<file path="config.mk">
export PLATFORM = sky130hd
export DESIGN_NAME = i2c_master_div
export DESIGN_NICKNAME = d
export VERILOG_FILES = /design/src/rtl/i2c_master_div.sv
export SDC_FILE = /design/constraint.sdc
export NUM_CORES = 1
export LEC_CHECK = 0
export CAP_MARGIN = 5
export CORE_AREA = 8 8 75 84
export DETAILED_ROUTE_END_ITERATION = 10
export DIE_AREA = 0 0 83 92
export HOLD_SLACK_MARGIN = 0.02
export PLACE_DENSITY = 0.78
export SETUP_SLACK_MARGIN = 0.4
export SLEW_MARGIN = 20
export SYNTH_ARGS = -nofsm -noshare
export SYNTH_HDL_FRONTEND = slang
export SYNTH_SLANG_ARGS = --single-unit
</file>
<file path="constraint.sdc">
create_clock -name clk -period 2.7 [get_ports clk]
set_clock_uncertainty 0.05 [all_clocks]
set_input_delay 0.54 -clock clk [delete_from_list [all_inputs] [get_ports clk]]
set_output_delay 0.54 -clock clk [all_outputs]
set_load 0.05 [all_outputs]
</file>
<file path="src/rtl/i2c_master_div.sv">
// I2C master: START, address, N data bytes (read or write), STOP; SCL bit = 4*CLK_DIV clocks.
// Latency: busy the cycle after start; 10 + 72*(1+nbytes) clocks per transfer at CLK_DIV=2, plus any stretch.
// Backpressure: slave holds SCL low to freeze the quarter timer; upstream byte flow paced by tx_pop.
module i2c_master_div #(
    parameter int CLK_DIV = 4,
    parameter int LEN_W   = 5
) (
    input  logic             clk,
    input  logic             reset,
    input  logic             start,
    input  logic [6:0]       addr,
    input  logic             rw,
    input  logic [LEN_W-1:0] nbytes,
    input  logic [7:0]       tx_data,
    output logic             tx_pop,
    output logic [7:0]       rx_data,
    output logic             rx_valid,
    output logic             busy,
    output logic             done,
    output logic             nack,
    output logic             scl_oe,
    output logic             sda_oe,
    input  logic             scl_in,
    input  logic             sda_in
);
    localparam int QW = (CLK_DIV > 1) ? $clog2(CLK_DIV) : 1;

    typedef enum logic [3:0] {
        IDLE, START, ADDR, ACK_A, WRITE, ACK_W, READ, ACK_R, STOP
    } state_t;

    state_t           state;
    logic [QW-1:0]    qcnt;
    logic [1:0]       phase;
    logic [2:0]       bitc;
    logic [7:0]       shreg;
    logic [LEN_W-1:0] cnt;
    logic             rw_l;
    logic             bit_state;
    logic             stall;
    logic             tick;
    logic             drive_low;

    always_comb begin
        bit_state = state inside {ADDR, ACK_A, WRITE, ACK_W, READ, ACK_R};
        // Hold the timer at the start of the high phase until the bus really goes high.
        stall     = bit_state && (phase == 2'd2) && (qcnt == '0) && !scl_in;
        tick      = !stall && (qcnt == QW'(CLK_DIV - 1));
        drive_low = 1'b0;
        case (state)
            ADDR, WRITE: drive_low = ~shreg[7];
            ACK_R:       drive_low = (cnt > LEN_W'(1));
            default:     drive_low = 1'b0;
        endcase
    end

    always_ff @(posedge clk or negedge reset) begin
        if (!reset) begin
            state    <= IDLE;
            qcnt     <= '0;
            phase    <= 2'd0;
            bitc     <= 3'd7;
            shreg    <= 8'h00;
            cnt      <= '0;
            rw_l     <= 1'b0;
            scl_oe   <= 1'b0;
            sda_oe   <= 1'b0;
            tx_pop   <= 1'b0;
            rx_valid <= 1'b0;
            rx_data  <= 8'h00;
            done     <= 1'b0;
            nack     <= 1'b0;
            busy     <= 1'b0;
        end else begin
            tx_pop   <= 1'b0;
            rx_valid <= 1'b0;
            done     <= 1'b0;
            if (state != IDLE) begin
                if (tick)
                    qcnt <= '0;
                else if (!stall)
                    qcnt <= qcnt + QW'(1);
            end
            // The byte presented during the pop cycle is the one shifted out.
            if (tx_pop)
                shreg <= tx_data;

            case (state)
                IDLE: begin
                    if (start) begin
                        shreg  <= {addr, rw};
                        rw_l   <= rw;
                        cnt    <= nbytes;
                        nack   <= 1'b0;
                        busy   <= 1'b1;
                        sda_oe <= 1'b1;
                        qcnt   <= '0;
                        phase  <= 2'd0;
                        state  <= START;
                    end
                end
                START: begin
                    if (tick) begin
                        phase <= phase + 2'd1;
                        if (phase == 2'd1) begin
                            scl_oe <= 1'b1;
                            phase  <= 2'd0;
                            bitc   <= 3'd7;
                            state  <= ADDR;
                        end
                    end
                end
                STOP: begin
                    if (tick) begin
                        phase <= phase + 2'd1;
                        if (phase == 2'd0)
                            scl_oe <= 1'b0;
                        else if (phase == 2'd1)
                            sda_oe <= 1'b0;
                        else begin
                            done  <= 1'b1;
                            busy  <= 1'b0;
                            phase <= 2'd0;
                            state <= IDLE;
                        end
                    end
                end
                default: begin
                    if (tick) begin
                        phase <= phase + 2'd1;
                        if (phase == 2'd1) begin
                            scl_oe <= 1'b0;
                            sda_oe <= drive_low;
                        end else if (phase == 2'd3) begin
                            scl_oe <= 1'b1;
                            case (state)
                                ADDR, WRITE: begin
                                    shreg <= {shreg[6:0], 1'b0};
                                    bitc  <= bitc - 3'd1;
                                    if (bitc == 3'd0)
                                        state <= (state == ADDR) ? ACK_A : ACK_W;
                                end
                                READ: begin
                                    shreg <= {shreg[6:0], sda_in};
                                    bitc  <= bitc - 3'd1;
                                    if (bitc == 3'd0) begin
                                        rx_data  <= {shreg[6:0], sda_in};
                                        rx_valid <= 1'b1;
                                        state    <= ACK_R;
                                    end
                                end
                                ACK_A: begin
                                    if (sda_in || cnt == '0) begin
                                        nack   <= sda_in;
                                        sda_oe <= 1'b1;
                                        state  <= STOP;
                                    end else if (rw_l) begin
                                        state <= READ;
                                    end else begin
                                        tx_pop <= 1'b1;
                                        state  <= WRITE;
                                    end
                                end
                                ACK_W: begin
                                    cnt <= cnt - LEN_W'(1);
                                    if (sda_in || cnt == LEN_W'(1)) begin
                                        nack   <= sda_in;
                                        sda_oe <= 1'b1;
                                        state  <= STOP;
                                    end else begin
                                        tx_pop <= 1'b1;
                                        state  <= WRITE;
                                    end
                                end
                                ACK_R: begin
                                    cnt <= cnt - LEN_W'(1);
                                    if (cnt == LEN_W'(1)) begin
                                        sda_oe <= 1'b1;
                                        state  <= STOP;
                                    end else begin
                                        state <= READ;
                                    end
                                end
                                default: state <= IDLE;
                            endcase
                        end
                    end
                end
            endcase
        end
    end
endmodule

</file>
==> impl_metrics.csv, run 1 <==
group,metric,value,unit
synthesis,synth.distinct_cells,55,
global_route,grt_max_degree,41,
global_route,grt.met3_usage,3.805,%
synthesis,syn_avg_cell_area,9.072,sq um
die,die_area,7636,sq um
sta,relSlewSlack,38.40,%
sta,setup_viol,0,
clocking,cts_tree,"built",
critical_path,path_max_fanout,11,
die,rows,27,
pwr,ir_drop,0.5967,mV
global_route,grt_pass1_wl,10.74,mm
finish,regArea,1006,sq um
routing,routed_wl,6.477,mm
die,die_x,83,um
synthesis,synth_area,2567,sq um
finish,syn2layout_area_growth,25.68,%
synthesis,synth_most_common_cell,"dfrtp_1",
clocking,cts.reportedPaths.clkPinSlew,0.08,ns
global_route,grt_overflow_total,0,
global_route,grtUsageTotal,16.67,%
synthesis,synthTopCellsByCount,"dfrtp_1 (37), a21oi_1 (28), nand2_1 (28)",
synthesis,ys.flop_type,"dfrtp_1",
place,post-place-ws,0.3155,ns
place,port_buffers,40,
finish,multi_input_area,1461,sq um
critical_path,cp_data_required_time,2.84,ns
clocking,cts_buffer_depth,2,
routing,viasPerCell,5.902,
sta,min_period_over_period,82.44,%
finish,post-route-cell-area,3227,sq um
sta,fmax,449.3,MHz
die,die_y,92,um
sta,tightest_slew,0.9240,ns
finish,layout.filler_cells,404,
global_route,grt_pass1_vias,2214,
synthesis,synth-seq-cells,40,
synthesis,postSynth.asyncResetShare,100.0,%
synthesis,synth_top_area_cell,"dfrtp_1",
place,dp_hpwl,4.596,mm
synthesis,syn_inst,283,
global_route,top_usage_layer,"met2",
global_route,use_met2,27.19,%
sta,rsz0062_at_grt,"no",
critical_path,r2r_slack,0.47,ns
critical_path,worst_r2r_startpoint,"state[1]",
synthesis,yosysWarnings,0,
place,place_inst,376,
synthesis,synth_top_area_share,36.06,%
clocking,ctsHoldBuffers,0,
routing,antenna_left,0,
clocking,htreeDepth,2,
clocking,numCtsBuffers,5,
synthesis,synth.area.top_cells,"dfrtp_1 (36%), ha_1 (6.8%), a21oi_1 (5.5%)",
global_route,gr-usage-met1,20.61,%
clocking,insertion_delay,0.30,ns
die,pin_count,41,
clocking,cts_sinks,40,
synthesis,synth_edf_count,0,
critical_path,reg2reg_to,"state[3]",
finish,n_antenna_cell,0,
sta,hold_viol,0,
routing,wl_per_cell,16.78,um
finish,layout-drive-gt1-share,17.99,%
place,gp_congestion,0.9252,
pwr,p_leak,1.337,nW
routing,drt_iter0_drc,133,
sta,fin_ws,0.4742,ns
die,core_area,4898,sq um
critical_path,start_kind,"flip-flop",
critical_path,path_class,"flip-flop to flip-flop",
status,status,"finished, final reports clean",
critical_path,crit_start,"state[1]",
critical_path,cp.arrival,2.36,ns
routing,dr.pass1.iters,5,
routing,vias,2278,
worst_hold_path,hold_class,"input port to async pin",
finish,final_nets,367,
critical_path,reg2reg_depth,4,
sta,layout_min_cycle_time,2.226,ns
finish,instances_no_fill,386,
clocking,root_buffer,"clkbuf_8",
sta,drv_slew,0,
synthesis,ys_seq_area_share,39.13,%
die,start_util,52.41,%
global_route,antenna_found_initial,0,
synthesis,syn-num-nets,323,
routing,drc,0,
flow_run,drv_cap,0,
critical_path,critPathCaptureType,"flip-flop",
pwr,power_density,1034,nW/um^2
place,placed_cell_area,3053,sq um
sta,tns,0,ns
critical path, stage by stage, from the launching register on:
cell and delay (ns):
dfrtp_1 0.54, or3_4 0.45, a311o_1 0.35, or3b_4 0.42
mux2_4 0.31
worst max-delay path by stage:
stage / end / slack, ns / cells after the start
final: state[3] / 0.47 / 4
after global placement: state[3] / 0.39 / 7
after global routing: state[3] / 0.41 / 5
after detailed placement: rx_data[4] / 0.32 / 6
after CTS: sda_oe / 0.42 / 6
after floorplan: state[1] / 0.47 / 8
metrics by stage:
stage / power [mW] / hold WS [ns] / util, %
after floorplan: 2.246 / 0.1944 / -
final: 3.336 / 0.3241 / 65.87
after detailed placement: 2.722 / 0.4394 / 62.32
after global placement: 2.682 / 0.4397 / 62.32
after CTS: 3.303 / 0.3595 / 65.19
after global routing: 3.573 / 0.4105 / 65.87
report_power, final:
| part | internal [mW] | switching (mW) |
|---|---|---|
| registers | 0.810 | 0.225 |
| logic | 0.770 | 0.988 |
| clock network | 0.326 | 0.217 |
layout by cell type (no fill, tap or decap), types with 2 or more instances in the layout:
master / count
dfstp_2: 3
nor3b_1: 3
nand2_1: 28
nor3_1: 6
nand3b_1: 2
inv_1: 11
a21oi_1: 28
nor2b_2: 2
o21ai_0: 20
nor2b_1: 3
or2_2: 5
o211ai_1: 2
mux2_4: 2
dfrtp_1: 36
nand2b_1: 3
o221ai_1: 6
ha_1: 12
clkbuf_8: 7
buf_4: 16
nor4bb_1: 2
clkdlybuf4s50_1: 39
a31oi_1: 2
mux2_2: 10
a211oi_1: 2
nand3_1: 8
a21o_1: 2
nor2_1: 20
nor4b_1: 3
mux2i_1: 11
a22oi_1: 2
cells by family after synthesis:
kind of cell / synth area share, %
AND/OR/NAND/NOR: 20.76
flip-flops: 39.13
AO/OA/AOI/OAI: 17.93
buffers and inverters: 5.165
multiplexers: 9.844
adder cells (fa/ha/maj): 6.823
XOR/XNOR: 0.3412
state kept, by name, summed over array words and instances (netlist names):
register / count
cnt: 5
phase: 2
scl_oe: 1
qcnt: 2
sda_oe: 1
rx_valid: 1
state: 4
bitc: 3
rx_data: 8
tx_pop: 1
shreg: 8
busy: 1
done: 1
nack: 1
rw_l: 1
repair_timing:
action,CTS,global route
setup endpoints to repair,10,12
resized for setup,3,8
setup buffers,0,2
pin swaps,0,1
endpoints found under the hold margin,0,0
routing by layer:
layer  part of all wire [%]  wire length [um]  up-vias
met5                      0                 0        -
met3                    5.8               373       18
met4                    2.4               156        0
met1                     44              2826     1073
li1                       -                 -     1100
met2                     48              3120       87
cell type report:
cell class	instances	area share, %
Timing Repair Buffer	56	15.98
Multi-Input combinational cell	212	45.29
Clock buffer	7	2.986
Sequential cell	40	31.17
Tap cell	58	2.249
Inverter	12	1.396
Clock inverter	1	0.9306
Power figures use the tool's default switching activity.
==> run 2: changes to the inputs <==
==> constraint.sdc (replaced) <==
create_clock -name clk -period 2.2 [get_ports clk]
set_clock_uncertainty 0.05 [all_clocks]
set_input_delay 0.44 -clock clk [delete_from_list [all_inputs] [get_ports clk]]
set_output_delay 0.44 -clock clk [all_outputs]
set_load 0.05 [all_outputs]
==> run 2 against run 1 <==
Compared with the run above: maximum frequency rose by 4.1%; first-iteration DRC count rose by 11%; sequential power rose by 23%; critical path depth rose by 1; routed wire length rose by 15%; clock power fell by 8.7%; count of clock-buffer cells in the layout fell by 2; critical endpoint unchanged; largest power group unchanged; highest routed layer unchanged.
==> impl_metrics.csv, run 2 (synthesis results as in run 1) <==
group,metric,value,unit
status,status,"finished, final reports clean",
place,placed_cell_area,3234,sq um
sta,fmax,467.8,MHz
die,core_area,4898,sq um
routing,antenna_left,0,
place,dp_hpwl,4.754,mm
critical_path,path_max_fanout,6,
pwr,p_seq_share,26.9,%
critical_path,cp_data_required_time,2.33,ns
finish,final_nets,403,
pwr,ir_drop,0.8207,mV
critical_path,crit_start,"state[3]",
pwr,power_density,1267,nW/um^2
global_route,grtUsageTotal,18.60,%
sta,tightest_slew,0.5236,ns
critical_path,reg2reg_to,"state[3]",
critical_path,reg2reg_depth,5,
flow_run,drv_cap,0,
critical_path,worst_r2r_startpoint,"state[3]",
pwr,p_int,2.629,mW
global_route,antenna_found_initial,0,
global_route,grt_overflow_total,0,
routing,wl_per_cell,17.64,um
clocking,cts_sinks,40,
die,rows,27,
die,die_area,7636,sq um
finish,post-route-cell-area,3720,sq um
pwr,combPwrFrac,62.6,%
die,die_x,83,um
critical_path,start_kind,"flip-flop",
sta,setup_viol,0,
sta,min_period_over_period,97.17,%
clocking,insertion_delay,0.30,ns
die,pin_count,41,
sta,rsz0062_at_grt,"yes",
clocking,cts.reportedPaths.clkPinSlew,0.09,ns
critical_path,critPathCaptureType,"flip-flop",
global_route,grt_pass1_vias,2516,
worst_hold_path,hold_class,"input port to async pin",
routing,drt_iter0_drc,148,
routing,routed_wl,7.444,mm
pwr,p_leak,1.604,nW
clocking,cts_tree,"built",
pwr,switching_power,2.084,mW
finish,n_antenna_cell,0,
die,die_y,92,um
clocking,cts_buffer_depth,2,
routing,drc,0,
pwr,swShare,44.22,%
die,start_util,52.41,%
finish,final_cell_mix,"buf_4 (39), dfrtp_1 (34), nand2_1 (27)",
pwr,p_clk_share,10.5,%
place,port_buffers,40,
critical_path,path_class,"flip-flop to flip-flop",
sta,relSlewSlack,65.09,%
routing,dr.pass1.iters,4,
critical_path,r2r_slack,0.06,ns
sta,drv_slew,0,
finish,instances_no_fill,422,
clocking,root_buffer,"clkbuf_8",
finish,syn2layout_area_growth,44.88,%
place,gp_congestion,0.8396,
global_route,grt_max_degree,41,
clocking,htreeDepth,2,
critical_path,crit_end,"state[3]",
clocking,ctsHoldBuffers,0,
sta,hold_viol,0,
global_route,grt_pass1_wl,12.03,mm
clocking,numCtsBuffers,5,
finish,layout-drive-gt1-share,35.16,%
finish,final_common_cell,"buf_4",
place,place_inst,388,
routing,vias,2481,
critical_path,cp.arrival,2.27,ns
sta,layout_min_cycle_time,2.138,ns
finish,largestRegisters,"rx_data x8, shreg x8, cnt x5",
routing,viasPerCell,5.879,
## run 2: worst max-delay path, cell delays in order, from the launching register on
cell and delay (ns):
dfrtp_1 0.47, nor3_2 0.37, nor2_1 0.07, a311o_1 0.34
or3b_4 0.41, mux2_4 0.31
## run 2: power groups by stage
stage               sequential [mW]  clock, mW  combinational (mW)
floorplan                      1.23          0                1.61
global placement               1.22          0                2.26
detailed placement             1.23          0                2.31
CTS                            1.23      0.506                2.61
global route                   1.29      0.544                3.18
finish                         1.27      0.496                2.95
## run 2: worst min path at each step
stage / cells after the start / start / end / slack, ns
2_1_floorplan: 0 / reset / busy / 0.09
3_3_place_gp: 1 / qcnt[0] / qcnt[0] / 0.43
3_5_place_dp: 1 / nack / nack / 0.44
5_1_grt: 2 / reset / rx_data[1] / 0.20
4_1_cts: 2 / reset / sda_oe / 0.16
6_report: 2 / reset / sda_oe / 0.15
## run 2: timing repair
| item | 4_1_cts | 5_1_grt |
|---|---|---|
| gates cloned | 0 | 1 |
| resized for setup | 43 | 29 |
| setup buffers | 17 | 8 |
| pin swaps | 16 | 10 |
| endpoints found under the hold margin | 0 | 0 |
| endpoints found under the setup margin | 44 | 35 |
## run 2: final cells by class
cell class | instances | area (sq um)
Sequential cell | 40 | 1008
Multi-Input combinational cell | 212 | 1682
Inverter | 12 | 45.04
Tap cell | 58 | 72.57
Fill cell | 316 | 1179
Clock inverter | 3 | 18.77
Clock buffer | 5 | 68.82
Timing Repair Buffer | 92 | 824.5
## run 2: layer usage
| metal | GRT usage (%) | part of all wire (%) | up-vias |
|---|---|---|---|
| li1 | - | - | 1169 |
| met1 | 22.16 | 42 | 1187 |
| met2 | 32.06 | 49 | 101 |
| met3 | 4.602 | 6.0 | 24 |
| met4 | 5.865 | 2.7 | 0 |
| met5 | 0 | 0 | - |
## run 2: through the flow
stage / power [mW] / utilization [%] / hold slack [ns] / setup WS (ns) / TNS [ns]
global placement: 3.486 / 66.03 / 0.4324 / 0.04751 / 0
finish: 4.713 / 75.94 / 0.1455 / 0.06230 / 0
CTS: 4.351 / 72.49 / 0.1606 / 0.1126 / 0
global route: 5.015 / 75.94 / 0.1977 / 0.04546 / 0
detailed placement: 3.541 / 66.03 / 0.4358 / -0.007464 / -0.007464
floorplan: 2.837 / - / 0.09441 / 0.04701 / 0
==> run 3: changes to the inputs <==
--- a/config.mk
+++ b/config.mk
@@ -9,8 +9,8 @@
 export CORE_AREA = 8 8 75 84
 export DETAILED_ROUTE_END_ITERATION = 10
 export DIE_AREA = 0 0 83 92
-export HOLD_SLACK_MARGIN = 0.02
-export PLACE_DENSITY = 0.78
+export HOLD_SLACK_MARGIN = 0.12
+export PLACE_DENSITY_LB_ADDON = 0.12
 export SETUP_SLACK_MARGIN = 0.4
 export SLEW_MARGIN = 20
 export SYNTH_ARGS = -nofsm -noshare
==> run 3 against run 2 <==
Compared with the run above: maximum frequency grew 2.3%; worst hold slack better by 0.027 ns; routed wire length increased by 3.9%; combinational power grew 3%; die area did not move; largest power group unchanged; cell area rose by 3.6%; count of clock-buffer cells in the layout up 1.
==> impl_metrics.csv, run 3 (synthesis results as in run 1) <==
group,metric,value,unit
status,status,"finished, final reports clean",
sta,relSlewSlack,44.31,%
place,place_inst,393,
routing,drc,0,
sta,fin_ws,0.1112,ns
flow_run,drv_cap,0,
die,die_y,92,um
finish,post-route-cell-area,3855,sq um
critical_path,crit_end,"state[1]",
critical_path,crit_start,"state[3]",
critical_path,reg2reg_to,"state[1]",
sta,rsz0062_at_grt,"yes",
clocking,cts_sinks,40,
clocking,cts_tree,"built",
sta,layout_min_cycle_time,2.089,ns
routing,wl_per_cell,18.12,um
global_route,grt_overflow_total,0,
critical_path,reg2reg_depth,5,
routing,antenna_left,0,
finish,layout-drive-gt1-share,37.94,%
sta,whs,0.1724,ns
clocking,cts.reportedPaths.clkPinSlew,0.08,ns
critical_path,r2r_slack,0.11,ns
finish,n_antenna_cell,0,
place,gp_congestion,0.8676,
finish,syn2layout_area_growth,50.15,%
sta,fmax,478.8,MHz
finish,final_common_cell,"buf_4",
routing,routed_wl,7.736,mm
clocking,insertion_delay,0.30,ns
sta,min_period_over_period,94.94,%
routing,drt_iter0_drc,173,
clocking,numCtsBuffers,5,
die,start_util,52.41,%
pwr,ir_drop,0.8856,mV
pwr,p_leak,1.658,nW
global_route,grt_max_degree,36,
routing,dr.pass1.iters,4,
global_route,grtUsageTotal,19.27,%
clocking,ctsHoldBuffers,0,
place,port_buffers,40,
finish,final_nets,408,
routing,vias,2527,
die,die_x,83,um
finish,largestRegisters,"rx_data x8, shreg x8, cnt x5",
finish,final_cell_mix,"buf_4 (43), dfrtp_1 (33), nand2_1 (26)",
clocking,cts_buffer_depth,2,
pwr,power,4.923,mW
global_route,antenna_found_initial,0,
clocking,htreeDepth,2,
global_route,grt_pass1_vias,2650,
place,dp_hpwl,4.836,mm
die,core_area,4898,sq um
global_route,grt_pass1_wl,12.47,mm
clocking,root_buffer,"clkbuf_8",
finish,instances_no_fill,427,
critical_path,start_kind,"flip-flop",
critical_path,cp.arrival,2.23,ns
place,post-place-ws,0.02186,ns
sta,tightest_slew,0.8353,ns
sta,hold_viol,0,
die,die_area,7636,sq um
sta,setup_viol,0,
critical_path,cp_data_required_time,2.35,ns
pwr,power_density,1277,nW/um^2
worst_hold_path,hold_class,"input port to async pin",
die,rows,27,
critical_path,worst_r2r_startpoint,"state[3]",
die,pin_count,41,
routing,viasPerCell,5.918,
place,placed_cell_area,3272,sq um
sta,tns,0,ns
critical_path,path_max_fanout,6,
critical_path,path_class,"flip-flop to flip-flop",
sta,drv_slew,0,
critical_path,critPathCaptureType,"flip-flop",
finish,fin_util,78.70,%
-- run 3: cell types whose count changed in the layout (fill, tap and decap cells not counted), sizes merged --
cell,previous run,this run
bufinv,0,1
clkbuf,5,6
buf,54,59
clkinv,3,1
-- run 3: routing by layer --
| metal | up-vias | share of wire, % | track usage (%) |
|---|---|---|---|
| met1 | 1226 | 41 | 22.78 |
| met4 | 0 | 3.0 | 9.238 |
| li1 | 1181 | - | - |
| met3 | 24 | 5.9 | 4.425 |
| met2 | 96 | 50 | 32.25 |
| met5 | - | 0 | 0 |
-- run 3: critical path, cell delays in order, from the launching register on --
cell,delay (ns)
dfrtp_1,0.53
or2_2,0.24
o21ai_0,0.10
a311o_1,0.33
or3b_4,0.42
mux2_4,0.31
-- run 3: cell type report --
type                    instances  area [sq um]
clock buffers                   6         72.57
clock inverters                 2         35.03
fillers                       313          1044
inverters                      12         45.04
multi-input cells             212          1750
flip-flops and latches         40          1010
well taps                      58         72.57
repair buffers                 97         869.6
-- run 3: what timing repair did --
action                     CTS  global route
cloned                       0             1
setup endpoints to repair   44            33
resized for setup           55            31
pin swaps                   19            12
buffers inserted            21             4
-- run 3: report_power, final --
group / leakage [nW] / internal [mW] / switching [mW]
Combinational: 1.11 / 1.44 / 1.61
Clock: 0.0552 / 0.337 / 0.278
Sequential: 0.493 / 0.998 / 0.264
Total: 1.66 / 2.77 / 2.15
-- run 3: worst min path at each step --
stage,from,end,cells past startpoint
6_report,reset,rx_data[5],1
4_1_cts,reset,rx_data[7],1
5_1_grt,reset,rx_data[6],1
3_3_place_gp,nack,nack,1
2_1_floorplan,reset,busy,0
3_5_place_dp,nack,nack,1
